<file path="src/rtl/axiline_seq_pkg.sv">
// Shared types and constants for the Axiline memory sequencer.
// Imported by the sequencer and its bench.
package axiline_seq_pkg;

  typedef enum logic [3:0] {
    S_IDLE,
    S_LOAD_X,
    S_LOAD_W,
    S_RUN,
    S_COMMIT,
    S_RD_ADDR,
    S_RD_LAT,
    S_HOLD,
    S_DONE
  } state_t;

  localparam logic [1:0] WEA_X = 2'b01;
  localparam logic [1:0] WEA_W = 2'b10;

  function automatic int cw(input int n);
    return $clog2(n + 1);
  endfunction

endpackage

</file>
<file path="src/rtl/axiline_mem_sequencer.sv">
// Loads x/w BRAMs from a word stream, runs the accelerator,
// then drains the output BRAM into a result stream.
module axiline_mem_sequencer
  import axiline_seq_pkg::*;
#(
  parameter int WORDS_X    = 32,
  parameter int WORDS_W    = 32,
  parameter int RUN_CYCLES = 16,
  parameter int OUT_DEPTH  = 4,
  parameter int ADDR_W     = 8
) (
  input  logic              clk,
  input  logic              rst,
  input  logic              go,
  input  logic [31:0]       in_data,
  input  logic              in_valid,
  output logic              in_ready,
  output logic [63:0]       out_data,
  output logic              out_valid,
  input  logic              out_ready,
  output logic              busy,
  output logic              done,
  output logic [ADDR_W-1:0] addr,
  output logic [31:0]       data_in_mem,
  output logic [1:0]        wea,
  output logic              start,
  output logic              r_w,
  output logic [ADDR_W-1:0] addr_out,
  input  logic [63:0]       data_out
);

  localparam int WMAX = (WORDS_X > WORDS_W) ? WORDS_X : WORDS_W;
  localparam int CW   = cw(WMAX);
  localparam int RW   = cw(RUN_CYCLES);
  localparam int KW   = cw(OUT_DEPTH);

  localparam logic [CW-1:0] X_LAST = CW'(WORDS_X - 1);
  localparam logic [CW-1:0] W_LAST = CW'(WORDS_W - 1);
  localparam logic [RW-1:0] R_LAST = RW'(RUN_CYCLES);
  localparam logic [KW-1:0] K_LAST = KW'(OUT_DEPTH - 1);

  if (WORDS_X > 2**ADDR_W || WORDS_W > 2**ADDR_W ||
      OUT_DEPTH > 2**ADDR_W || RUN_CYCLES < 1) begin : g_chk
    $error("axiline_mem_sequencer: bad parameters");
  end

  state_t        state;
  state_t        next;
  logic [CW-1:0] cnt;
  logic [RW-1:0] run_cnt;
  logic [KW-1:0] k;
  logic [KW-1:0] k_inc;
  logic          load;
  logic          hs;
  logic          drain_hs;

  assign load     = (state == S_LOAD_X) || (state == S_LOAD_W);
  assign hs       = load & in_valid & in_ready;
  assign drain_hs = (state == S_HOLD) & out_ready;
  assign k_inc    = k + 1'b1;

  always_ff @(posedge clk or negedge rst) begin
    if (!rst) state <= S_IDLE;
    else      state <= next;
  end

  always_comb begin
    next = state;
    unique case (state)
      S_IDLE:    if (go) next = S_LOAD_X;
      S_LOAD_X:  if (hs && cnt == X_LAST) next = S_LOAD_W;
      S_LOAD_W:  if (hs && cnt == W_LAST) next = S_RUN;
      S_RUN:     if (run_cnt == R_LAST) next = S_COMMIT;
      S_COMMIT:  next = S_RD_ADDR;
      S_RD_ADDR: next = S_RD_LAT;
      S_RD_LAT:  next = S_HOLD;
      S_HOLD: begin
        if (out_ready)
          next = (k == K_LAST) ? S_DONE : S_RD_ADDR;
      end
      S_DONE:    next = S_IDLE;
      default:   next = S_IDLE;
    endcase
  end

  // RUN lasts one cycle longer than start: its first cycle is the
  // last write reaching the BRAM.
  always_ff @(posedge clk or negedge rst) begin
    if (!rst) begin
      cnt     <= '0;
      run_cnt <= '0;
      k       <= '0;
    end else begin
      if (state == S_IDLE)
        cnt <= '0;
      else if (hs)
        cnt <= (next != state) ? '0 : cnt + 1'b1;
      run_cnt <= (state == S_RUN) ? run_cnt + 1'b1 : '0;
      if (state == S_IDLE)
        k <= '0;
      else if (drain_hs)
        k <= k_inc;
    end
  end

  always_ff @(posedge clk or negedge rst) begin
    if (!rst) begin
      in_ready    <= 1'b0;
      busy        <= 1'b0;
      done        <= 1'b0;
      wea         <= '0;
      addr        <= '0;
      data_in_mem <= '0;
      start       <= 1'b0;
      r_w         <= 1'b0;
      addr_out    <= '0;
      out_valid   <= 1'b0;
      out_data    <= '0;
    end else begin
      in_ready <= (next == S_LOAD_X) || (next == S_LOAD_W);
      busy     <= next != S_IDLE;
      done     <= next == S_DONE;
      start    <= (state == S_RUN) && (next == S_RUN);
      r_w      <= next == S_COMMIT;
      wea      <= '0;
      if (hs) begin
        wea         <= (state == S_LOAD_X) ? WEA_X : WEA_W;
        addr        <= ADDR_W'(cnt);
        data_in_mem <= in_data;
      end
      if (next == S_RD_ADDR)
        addr_out <= ADDR_W'((state == S_HOLD) ? k_inc : k);
      else if (next == S_COMMIT)
        addr_out <= '0;
      if (state == S_RD_LAT) begin
        out_data  <= data_out;
        out_valid <= 1'b1;
      end else if (drain_hs) begin
        out_valid <= 1'b0;
      end
    end
  end

endmodule

</file>
<file path="config.mk">
export PLATFORM = sky130hd
export DESIGN_NAME = axiline_mem_sequencer
export DESIGN_NICKNAME = d
export VERILOG_FILES = /design/src/rtl/axiline_seq_pkg.sv /design/src/rtl/axiline_mem_sequencer.sv
export SDC_FILE = /design/constraint.sdc
export NUM_CORES = 1
export LEC_CHECK = 0
export ABC_CLOCK_PERIOD_IN_PS = 3020
export BUFFER_PORTS_ARGS = -buffer_cell sky130_fd_sc_hd__buf_2
export CAP_MARGIN = 15
export CORE_MARGIN = 2
export CORE_UTILIZATION = 43
export CTS_BUF_LIST = sky130_fd_sc_hd__clkbuf_16
export CTS_CLUSTER_DIAMETER = 80
export DETAILED_ROUTE_END_ITERATION = 10
export GPL_ROUTABILITY_DRIVEN = 0
export PLACE_DENSITY = 0.73
export SLEW_MARGIN = 20
export SYNTH_ARGS = -nofsm -noshare
export SYNTH_HDL_FRONTEND = slang
export SYNTH_SLANG_ARGS = --single-unit
</file>
<file path="constraint.sdc">
create_clock -name clk -period 3.02 [get_ports clk]
set_clock_uncertainty 0.1 [all_clocks]
set_input_delay 0.302 -clock clk [delete_from_list [all_inputs] [get_ports clk]]
set_output_delay 0.302 -clock clk [all_outputs]
set_load 0.01 [all_outputs]
</file>
# Word-level counts from Yosys, hierarchy flattened
# Index checks and enable logic that the tools add are counted.
dict set report word_totals {
  reg_bits 136
  in_bits 101
  out_inout_bits 120
  elab_cells 68
}
dict set report op_classes {
  add_sub_neg 3
  eq_ne 17
  n_mux 20
  bitwise 3
  n_reduce_logical 10
}
# cell n
set ops {}
lappend ops {{$pmux W4 S8} 1}
lappend ops {{$eq A4 B3 Y1 const B} 6}
lappend ops {{$mux W4} 6}
lappend ops {{$mux W6} 3}
lappend ops {{$eq A4 B2 Y1 const B} 4}
lappend ops {{$mux W8} 2}
lappend ops {{$mux W3} 3}
lappend ops {{$eq A4 B1 Y1 const B} 2}
lappend ops {{$reduce_bool A2 Y1} 4}
lappend ops {{$add A6 B1 Y6 const B} 1}
lappend ops {{$eq A6 B5 Y1 const B} 1}
lappend ops {{$add A5 B1 Y5 const B} 1}
lappend ops {{$eq A5 B5 Y1 const B} 1}
lappend ops {{$mux W5} 1}
lappend ops {{$eq A4 B4 Y1 const B} 1}
lappend ops {{$logic_not A4 Y1} 1}
lappend ops {{$mux W2} 2}
lappend ops {{$ne A4 B4 Y1} 1}
lappend ops {{$reduce_bool A4 Y1} 1}
lappend ops {{$add A3 B1 Y3 const B} 1}
lappend ops {{$and A1 B1 Y1} 3}
lappend ops {{$eq A3 B2 Y1 const B} 1}
lappend ops {{$logic_and A1 B1 Y1} 2}
lappend ops {{$logic_or A1 B1 Y1} 2}
lappend ops {{$mux W1} 2}

# Longest topological paths before layout
dict set report logic_depth {
  word_depth 11
  ltp_mapped 8
  ltp_nobuf 7
}

# Least setup slack after synthesis
# Ideal clock, no wire load.
dict set report synth_timing {
  kind {register -> register}
  startpoint {reg k[0]}
  endpoint {reg addr_out[2]}
  setup_ns 0.064
  t_arrival_ns 2.003
  t_required_ns 2.856
  setup_slack_ns 0.854
  path_stages_with_launch 9
  path_buffers 1
  synth_period_minus_slack_ns 2.166
  cell_sequence {dfrtp_1 ha_1 ha_1 and4_1 o22ai_4 or4b_1 buf_2 a211oi_2 a22o_2}
}
dict set report synth_between {
  elab_chain_cells 6
  word_cells_on_any_way 10
  cone_classes {add/sub (1); eq/ne (3); mux (5); reduce/logical (1)}
}
# item line_no
set synth_rtl {}
lappend synth_rtl {{start: declaration} axiline_mem_sequencer.sv:51} ;# logic [KW-1:0] k;
lappend synth_rtl {{start signal: assignment} axiline_mem_sequencer.sv:102} ;# k <= k_inc;
lappend synth_rtl {{$eq A3 B2 Y1 (*)} axiline_mem_sequencer.sv:79} ;# next = (k == K_LAST) ? S_DONE : S_RD_ADDR;
lappend synth_rtl {{$mux W4 (*)} axiline_mem_sequencer.sv:79}
lappend synth_rtl {{$mux W4 (*)} axiline_mem_sequencer.sv:78} ;# if (out_ready)
lappend synth_rtl {{$pmux W4 S8 (*)} axiline_mem_sequencer.sv:69} ;# unique case (state)
lappend synth_rtl {{named net next[2]} axiline_mem_sequencer.sv:48} ;# state_t next;
lappend synth_rtl {{$eq A4 B3 Y1, on equally long branches} {axiline_mem_sequencer.sv:131, axiline_mem_sequencer.sv:133}}
lappend synth_rtl {{$mux W8 or $reduce_bool A2 Y1 (tied branches)} -}
lappend synth_rtl {{end signal: assignment} axiline_mem_sequencer.sv:132} ;# addr_out <= ADDR_W'((state == S_HOLD) ? k_inc : k);
lappend synth_rtl {{end: declaration} axiline_mem_sequencer.sv:28} ;# output logic [ADDR_W-1:0] addr_out,
# Mark *: on every way through the listed nets, which the timed path passes. The rest lies on a longest branch.
# A chain may end at the register's enable or synchronous reset.

# Worst setup path in the final report
dict set report layout_timing {
  startpoint {reg state[1]}
  endpoint {reg addr_out[2]}
}
dict set report layout_between {
  elab_chain_cells 9
  word_cells_on_any_way 23
  cone_classes {eq/ne (9); mux (8); bitwise (2); reduce/logical (4)}
}
# item line_no
set layout_rtl {}
lappend layout_rtl {{start: declaration} axiline_mem_sequencer.sv:47} ;# state_t state;
lappend layout_rtl {{start signal: assignment} axiline_mem_sequencer.sv:64} ;# else state <= next;
lappend layout_rtl {{$eq A4 B1 Y1 or $eq A4 B2 Y1 (tied branches)} {axiline_mem_sequencer.sv:57, axiline_mem_sequencer.sv:69}}
lappend layout_rtl {{$logic_or A1 B1 Y1} axiline_mem_sequencer.sv:57} ;# assign load = (state == S_LOAD_X) || (state == S_LOAD_W);
lappend layout_rtl {{$and A1 B1 Y1 (2 in series)} axiline_mem_sequencer.sv:58} ;# assign hs = load & in_valid & in_ready;
lappend layout_rtl {{$logic_and A1 B1 Y1} {axiline_mem_sequencer.sv:71, axiline_mem_sequencer.sv:72}}
lappend layout_rtl {{$mux W4, on equally long branches} {axiline_mem_sequencer.sv:72, axiline_mem_sequencer.sv:71}}
lappend layout_rtl {{$pmux W4 S8 (*)} axiline_mem_sequencer.sv:69}
lappend layout_rtl {{named net next[2]} axiline_mem_sequencer.sv:48}
lappend layout_rtl {{$eq A4 B3 Y1, on equally long branches} {axiline_mem_sequencer.sv:131, axiline_mem_sequencer.sv:133}}
lappend layout_rtl {{$mux W8 or $reduce_bool A2 Y1 (tied branches)} -}
# Marks and branches as above.

==> impl_metrics.csv <==
group,metric,value,unit
cts,cts_resized,0,
timing,max_freq,0.4158,GHz
logic_synthesis,yosys_most_used_dff,"dfrtp_1",
logic_synthesis,synth_seq_area_share,61.88,%
cts,cts-root-buf,"clkbuf_16",
timing,worst_pin_slew,0.6637,ns
timing,slew_headroom,55.75,%
pwr,power_density,1029,nW/um^2
placement,hpwl,8844,um
route,wire_per_inst,14.83,um
route,ant_nets,0,
cells_and_area,fill_cells,953,
cts,cts_tree,"yes",
timing,timing.final.crit_period,2.405,ns
cells_and_area,fin_util,61.12,%
die,coreArea,12010,um^2
logic_synthesis,synth_area_leaders,"dfrtp_1 (62%), mux2_2 (14%), nand2_1 (8.6%)",
cts,clock_sinks,131,
cts,hold_buffers,33,
logic_synthesis,yosys_warnings,0,
global_routing,grt_max_degree,73,
worst_setup_path,r2r_slack,0.61,ns
logic_synthesis,synth_most_common_cell,"dfrtp_1",
logic_synthesis,ys_ff_latch,131,
die,die_x,115.0,um
worst_setup_path,crit_required,3.26,ns
route,viasPerCell,4.863,
worst_setup_path,r2r_cells,5,
timing,finalCritPeriodShare,79.64,%
global_routing,grt_pass1_wl,20080,um
die,num_rows,40,
logic_synthesis,yosys.area.top_type,"dfrtp_1",
worst_setup_path,path_cells,"nand4bb_1 -> o22ai_4 -> or4b_1 -> a211oi_2 -> a22o_2",
min_path,hp-start,"data_out[28]",
worst_setup_path,path_class,"flop to flop",
cells_and_area,drive_gt1_share,44.08,%
worst_setup_path,critical-path-max-stage-delay,0.57,ns
logic_synthesis,async_flop_share,100.0,%
cells_and_area,instances_no_fill,857,
cts,clk_pin_slew,0.05,ns
worst_setup_path,worst-path-max-fanout,11,
cells_and_area,num_antenna_cells,0,
route,drtPass1Iterations,4,
worst_setup_path,start_kind,"flop",
worst_setup_path,worstPathArrival,2.65,ns
min_path,holdPathEnd,"out_data[28]",
route,vias,4168,
die,initial_core_util,44.10,%
cells_and_area,fin_nets,804,
global_routing,first_global_vias,4214,
worst_setup_path,end_kind,"flop",
timing,rsz0062_at_grt,"no",
timing,fin_setup_tns,0,ns
logic_synthesis,synth_edf_count,0,
route,drt-initial-drc-count,255,
logic_synthesis,synth_cell_types,42,
cts,post-cts-setup-buffer-count,0,
die,pin_count,221,
min_path,hp-class,"input port to flop",
timing,hold_viol,0,
cells_and_area,areaGrowthSynthToFinish,38.59,%
logic_synthesis,syn_avg_cell_area,11.77,um^2
worst_setup_path,crit_buf_inv,0,
logic_synthesis,yosysTopAreaCellShare,61.88,%
min_path,worstHoldPathCells,2,
worst_setup_path,slowest_stage,"or4b_1",
die,die_area,13220,um^2
worst_setup_path,cp_top_family,"simple AND/OR/NAND/NOR gates",
timing,drv_slew,0,
global_routing,grt_use_total,19.82,%
cts,clk_path_buf_depth,2,
timing,finalSetupViolations,0,
logic_synthesis,syn-cell-area,5298,um^2
pwr,power.leakage,3.799,nW
global_routing,grt-ovfl-total,0,
cts,cts_buffers,17,
placement,placed_cells,793,
worst_setup_path,r2r_end,"addr_out[2]",
logic_synthesis,synthTopCellsByCount,"dfrtp_1 (131), nand2_1 (122), mux2_2 (64)",
placement,port_buffers,213,
cts,h-tree-depth,4,
global_routing,antenna_found_initial,0,
route,wl,12710,um
pwr,peakVddDrop,0.0004882,V
die,fp.dieH,115.0,um
route,drc,0,
worst_setup_path,r2r-start,"state[1]",
outcome,status,"finished clean",
flow_run,drv_cap,0,
logic_synthesis,synthCells,450,
cts,clk_latency,0.40,ns
-- per-stage QoR --
step	total power (W)	hold slack, ns	worst slack, ns	cell area (um^2)
after global placement	0.005676	0.2542	0.7511	6504
after detailed placement	0.005807	0.2718	0.6207	6504
after floorplan	0.004680	-0.09359	0.8537	5320
after CTS	0.007639	0.006946	0.6271	7342
after global routing	0.008087	0.007495	0.4712	7342
final	0.007554	0.02637	0.6149	7342
-- cells by family after synthesis --
group                      synth area share [%]
adders and majority gates                 1.181
other                                   0.07079
muxes                                     13.60
buffers and inverters                     3.401
and+or+nand+nor                           14.31
DFF                                       61.88
AOI/OAI and AO/OA                         4.393
xor gates and xnor gates                  1.157
-- cell usage in the layout (no fill, tap or decap), types with 2 or more instances in the layout --
cell type and n:
a21o_1 2, a21oi_1 7, a22o_2 3, buf_12 2, buf_2 212, buf_4 3, clkbuf_16 17, clkinv_1 6
clkinv_2 3, conb_1 7, dfrtp_1 131, dlygate4sd3_1 33, ha_1 5, inv_1 11, mux2_2 64, nand2_1 122
nand2b_1 4, nand3_1 7, nand4b_1 2, nand4bb_1 3, nor2_1 19, nor3_1 2, nor4_1 2, o21ai_0 8
o22ai_1 2, o31ai_1 2, or3_1 4, xor2_1 6
-- flip-flops by register name (all words and copies together), names as in the netlist --
register	flops
data_in_mem	32
addr	6
start	1
done	1
run_cnt	5
r_w	1
wea	2
busy	1
cnt	6
k	3
out_data	64
addr_out	3
out_valid	1
in_ready	1
state	4
-- power by group --
group          internal, W  switching (W)  leakage [nW]
sequential         0.00254       0.000456          1.64
combinational      0.00136        0.00144          1.90
clock              0.00109       0.000671         0.266
-- area by class of cell --
type / instances / area [um^2] / share of cell area (%)
Sequential cell: 131 / 3278 / 44.65
Clock inverter: 14 / 82.58 / 1.125
Tap cell: 147 / 183.9 / 2.505
Inverter: 7 / 26.28 / 0.3579
Multi-Input combinational cell: 290 / 1881 / 25.61
Clock buffer: 17 / 425.4 / 5.794
Timing Repair Buffer: 251 / 1465 / 19.96
-- layer usage --
metal	global-route usage, %	share of wire (%)	vias up	wire, um
met5	0	0	-	0
met4	10.52	2.8	0	359
met3	6.220	7.5	27	951
met2	32.94	49	176	6225
met1	23.03	41	1982	5170
li1	-	-	1983	-
-- worst max path at each step --
| stage | from | end | slack, ns | cells past startpoint |
|---|---|---|---|---|
| after floorplan | k[0] | addr_out[2] | 0.85 | 8 |
| after global placement | state[2] | addr_out[2] | 0.75 | 5 |
| after detailed placement | state[0] | addr_out[2] | 0.62 | 5 |
| after CTS | state[0] | addr_out[2] | 0.63 | 5 |
| after global routing | state[1] | addr_out[2] | 0.47 | 5 |
| final | state[1] | addr_out[2] | 0.61 | 5 |
(Power assumes the default switching activity.)
